--- src/rtl/fifo_stream_out.sv ---
// Drains the synchronous FIFO onto a valid/ready stream through a 2-slot skid buffer,
// tagging every PKT_LEN-th beat with m_last and counting completed packets.
module fifo_stream_out #(
  parameter int DW      = 32,
  parameter int PKT_LEN = 16,
  parameter int PCW     = 16
) (
  input  logic           clk,
  input  logic           rst,
  input  logic           fifo_nempty,
  input  logic [DW-1:0]  fifo_rdata,
  output logic           fifo_read,
  output logic           fifo_clr,
  input  logic           flush,
  output logic           m_valid,
  input  logic           m_ready,
  output logic [DW-1:0]  m_data,
  output logic           m_last,
  output logic [PCW-1:0] pkt_cnt,
  output logic           busy
);

  typedef enum logic {RUN = 1'b0, CLR = 1'b1} state_t;

  localparam logic [15:0] LAST_BEAT = 16'(PKT_LEN - 1);

  state_t          state;
  logic [1:0]      count;
  logic [DW-1:0]   data1;
  logic            last1;
  logic [15:0]     beat;
  logic            push;
  logic            pop;
  logic            push_last;

  // Slot0 is held directly in m_data/m_last so the outputs are pure registers.
  always_comb begin
    push      = fifo_nempty & (count != 2'd2) & (state == RUN) & ~flush & ~rst;
    fifo_read = push;
    m_valid   = (count != 2'd0);
    pop       = m_valid & m_ready;
    push_last = (beat == LAST_BEAT);
    busy      = m_valid | (state != RUN);
  end

  always_ff @(posedge clk) begin
    if (rst) begin
      state    <= RUN;
      count    <= '0;
      m_data   <= '0;
      m_last   <= 1'b0;
      data1    <= '0;
      last1    <= 1'b0;
      beat     <= '0;
      fifo_clr <= 1'b0;
      pkt_cnt  <= '0;
    end else begin
      fifo_clr <= 1'b0;
      case (state)
        RUN: begin
          if (flush) begin
            state    <= CLR;
            count    <= '0;
            beat     <= '0;
            fifo_clr <= 1'b1;
          end else begin
            if (pop && m_last)
              pkt_cnt <= pkt_cnt + 1'b1;
            if (push)
              beat <= push_last ? '0 : beat + 16'd1;
            // On simultaneous push/pop the new word lands in the slot vacated by the shift.
            case ({push, pop})
              2'b01: begin
                m_data <= data1;
                m_last <= last1;
                count  <= count - 2'd1;
              end
              2'b10: begin
                if (count == 2'd0) begin
                  m_data <= fifo_rdata;
                  m_last <= push_last;
                end else begin
                  data1 <= fifo_rdata;
                  last1 <= push_last;
                end
                count <= count + 2'd1;
              end
              2'b11: begin
                if (count == 2'd1) begin
                  m_data <= fifo_rdata;
                  m_last <= push_last;
                end else begin
                  m_data <= data1;
                  m_last <= last1;
                  data1  <= fifo_rdata;
                  last1  <= push_last;
                end
              end
              default: ;
            endcase
          end
        end
        CLR: state <= RUN;
      endcase
    end
  end

endmodule

--- config.mk ---
export PLATFORM = sky130hd
export DESIGN_NAME = fifo_stream_out
export DESIGN_NICKNAME = d
export VERILOG_FILES = /design/src/rtl/fifo_stream_out.sv
export SDC_FILE = /design/constraint.sdc
export NUM_CORES = 1
export LEC_CHECK = 0
export ABC_AREA = 1
export CORE_UTILIZATION = 45
export DETAILED_ROUTE_END_ITERATION = 12
export PLACE_DENSITY_LB_ADDON = 0.25
export SLEW_MARGIN = 20
export SYNTH_ARGS = -nofsm -noshare
export SYNTH_HDL_FRONTEND = slang
export SYNTH_SLANG_ARGS = --single-unit
--- constraint.sdc ---
create_clock -name clk -period 4.55 [get_ports clk]
set_input_delay 1.365 -clock clk [delete_from_list [all_inputs] [get_ports clk]]
set_output_delay 1.365 -clock clk [all_outputs]
set_load 0.02 [all_outputs]
==> impl_summary.log <==
INFO  metric tns = 0 ps
INFO  metric cts.repair_timing.setup_buffer_count = 0
INFO  metric cts_tree = yes
INFO  metric netlist-cell-type-count = 32
INFO  metric first_global_vias = 4116
INFO  metric clock_sinks = 101
INFO  metric multi_input_gate_area_in_the_final_layout = 0.002213 sq mm
INFO  metric layout_setup_ws = 247.5 ps
INFO  metric boundaryPins = 90
INFO  metric initial_core_util = 46.10%
INFO  metric synth_largest_area_cell = dfxtp_1
INFO  metric worst_slew_pin_slew = 882.7 ps
INFO  metric placeableCoreArea = 0.01023 sq mm
INFO  metric yosysMostFrequentCell = nand2_1
INFO  metric number_of_buffers_inserted_for_hold_repair_after_clock_tree_synthesis = 0
INFO  metric combinational_family_with_the_most_area_after_synthesis = simple AND/OR/NAND/NOR gates
INFO  metric synth_warnings = 0
INFO  metric grt_first_pass_wirelength = 18530 microns
INFO  metric vias_after_detailed_routing = 4553
INFO  metric antenna_found_initial = 0
INFO  metric clk_pin_slew = 90 ps
INFO  metric route.final.wire_length = 11070 microns
INFO  metric yosys.area_share.xor_xnor = 0.1857%
INFO  metric syn_inst = 688
INFO  metric grt_busiest_layer = met2
INFO  metric critical_path_arrival = 2940 ps
INFO  metric crit_path_start = flush
INFO  metric share_of_cell_area_taken_by_muxes_after_synthesis = 0%
INFO  metric synth_async_sr_flop_share = 0%
INFO  metric finalSetupViolCount = 0
INFO  metric die_h = 104.4 microns
INFO  metric final.fill_count = 995
INFO  metric post_route_cells_drive_above_1_share = 4.954%
INFO  metric grt_max_degree = 81
INFO  metric num_cts_buffers = 9
INFO  metric power_report.internal_total = 1.362 mW
INFO  metric synth_top_area_share = 42.86%
INFO  metric areaGrowthSynthToFinish = 24.43%
INFO  metric clock_power_share = 34.3%
INFO  metric synthesis.nets = 730
INFO  metric period_share = 94.56%
INFO  metric postLayoutCoreUtil = 57.37%
INFO  metric r2r_slack = 2260 ps
INFO  metric hold_viol_final = 0
INFO  metric finalNetCount = 804
INFO  metric crit_cells = 5
INFO  metric fin_total_pwr = 1.873 mW
INFO  metric status = completed
INFO  metric postSynthRegisterBits = 101
INFO  metric fp-row-count = 37
INFO  metric cp-end-kind = output port
INFO  metric yosys.area_share.simple = 25.94%
INFO  metric globalRouteMet2Util = 36.28%
INFO  metric global_route.usage.met3 = 3.947%
INFO  metric hold_start = data1[23]
INFO  metric globalRouteTotalUtil = 20.65%
INFO  metric synth-edff-count = 0
INFO  metric timing.critical_path.from_type = input pin
INFO  metric io_buffers = 89
INFO  metric final_max_slew_viol_count = 0
INFO  metric clk_root_buffer_cell = clkbuf_8
INFO  metric ys.flop_type = dfxtp_1
INFO  metric cell_area_synth = 0.004717 sq mm
INFO  metric p_sw_share = 27.29%
INFO  metric synth_area_per_cell = 6.856 sq um
INFO  metric routed_wire_length_per_instance = 12.26 microns
INFO  metric compound_gate_portion_of_the_synthesized_area = 19.28%
INFO  metric worstHoldPathType = reg -> reg
INFO  metric crit_required = 3180 ps
INFO  metric final.setup_skew = 9.440 ps
INFO  metric r2r_cells = 10
INFO  metric critical-path-max-stage-delay = 650 ps
INFO  metric synth-adder-area-share = 1.326%
INFO  metric final-seq-area = 0.002022 sq mm
INFO  metric crit_path_max_fanout = 7
INFO  metric crit-reg2reg-launch = count[0]
INFO  metric total_switching_power = 0.5112 mW
INFO  metric fraction_of_met1_tracks_used_by_global_routing = 25.01%
INFO  metric antenna_left = 0
INFO  metric timing.slew.headroom = 40.87%
INFO  metric power.ir.vdd_worst = 0.0001799 V
INFO  metric drt-vias-per-instance = 5.042
INFO  metric max_freq = 232.4 MHz
INFO  metric worstHoldPathCells = 2
INFO  metric synth_area_leaders = dfxtp_1 (43%), nand2_1 (9.2%), nor2_1 (8.8%), o21ai_0 (7.1%), a21oi_1 (6.6%)
INFO  metric period_needed = 4303 ps
INFO  metric dieArea = 0.01090 sq mm
INFO  metric path_cells = clkdlybuf4s50_1 > nor2_4 > inv_2 > nor2_4 > clkdlybuf4s50_1
INFO  metric power.share.sequential = 50.2%
INFO  metric combinationalPowerShare = 15.5%
INFO  metric power_density = 319.1 mW/mm^2
INFO  metric post_synth_most_frequent_cells = nand2_1 (116), nor2_1 (111), dfxtp_1 (101)
INFO  metric max_cap_violations = 0
INFO  metric dp.final_hpwl = 7427 microns
INFO  metric detailedPlace.worstSlack = 252.7 ps
INFO  metric cts.repair.resized = 0
INFO  metric cp_top_family = buffers and inverters
INFO  metric initialDrtViolationCount = 188
INFO  metric criticalPathCategory = in -> out
INFO  metric rsz0062_at_grt = false
INFO  metric drt_first_pass_iters = 4
INFO  metric critical_path.slowest_cell = clkdlybuf4s50_1
INFO  metric latest_clock_arrival_within_the_worst_skew_pair = 370 ps
INFO  metric synth-seq-area-share = 42.86%
INFO  metric die_width = 104.4 microns
INFO  metric clock_tree.buffer_depth = 2
INFO  metric antenna-diode-count = 0
INFO  metric globalplace.congestion = 0.8278
INFO  metric detail_route.drc_violations = 0
INFO  metric htree_num_levels = 3
INFO  metric critical_path_buf_inv_count = 3
INFO  metric power.static_leakage = 2.214 nW
INFO  metric grt_remaining_overflow = 0
sequential cells by signal, indices dropped and copies added (netlist names):
name / cells
data1: 32
m_data: 32
beat: 16
pkt_cnt: 16
count: 2
fifo_clr: 1
last1: 1
m_last: 1
cell families (layout without fill, tap and decap cells):
family	after synthesis	after routing
fa+ha+maj	5	5
flops	101	101
xor+xnor	1	1
buf+inv	114	193
simple gates	290	290
compound gates	177	177
area by class of cell:
cell class / instances / share of cell area, %
multi-input combinational: 473 / 37.71
timing repair buffer: 94 / 15.82
tap: 136 / 2.899
clock inverter: 6 / 1.599
clock buffer: 10 / 2.174
inverter: 83 / 5.351
sequential: 101 / 34.45
path summary, 6_finish.rpt:
check,to
setup reg to reg,beat[2]
hold reg to reg,data1[23]
hold / removal,data1[23]
setup / recovery,fifo_read
stage by stage:
step | std cells | cell area (sq um) | hold WS, ps
floorplan | 688 | 4717 | 424.1
global placement | 887 | 5648 | 433.1
detailed placement | 887 | 5648 | 445.5
CTS | 903 | 5869 | 458.3
global route | 903 | 5869 | 480.7
finish | 903 | 5869 | 456.1
placed cells by master (no fill, tap or decap), types with 9 or more instances in the layout:
| cell | Yosys | routed |
|---|---|---|
| nand2_1 | 116 | 116 |
| nor2_1 | 111 | 111 |
| dfxtp_1 | 101 | 101 |
| clkdlybuf4s50_1 | 0 | 89 |
| inv_1 | 77 | 77 |
| o21ai_0 | 67 | 67 |
| a21oi_1 | 62 | 62 |
| o21ai_1 | 40 | 40 |
| nand3_1 | 33 | 33 |
| nand4_1 | 9 | 9 |
| clkbuf_8 | 0 | 9 |
metal layers:
layer  up-vias  wire, microns
li1       2369              -
met4         0            132
met5         -              0
met2        91           5290
met3        11            516
met1      2082           5130
worst min-delay path: cells and delay by family, from the launching register on:
kind | cells | cell delay [ps]
AOI/OAI and AO/OA | 1 | 50
DFF | 1 | 320
buffers and inverters | 1 | 50
power by group through the flow:
stage	Clock [mW]	Sequential, mW	Combinational (mW)
finish	0.642	0.941	0.290
global route	0.691	0.946	0.319
CTS	0.656	0.942	0.293
detailed placement	0	0.961	0.291
global placement	0	0.961	0.286
floorplan	0	0.990	0.139
(Power assumes the default switching activity.)
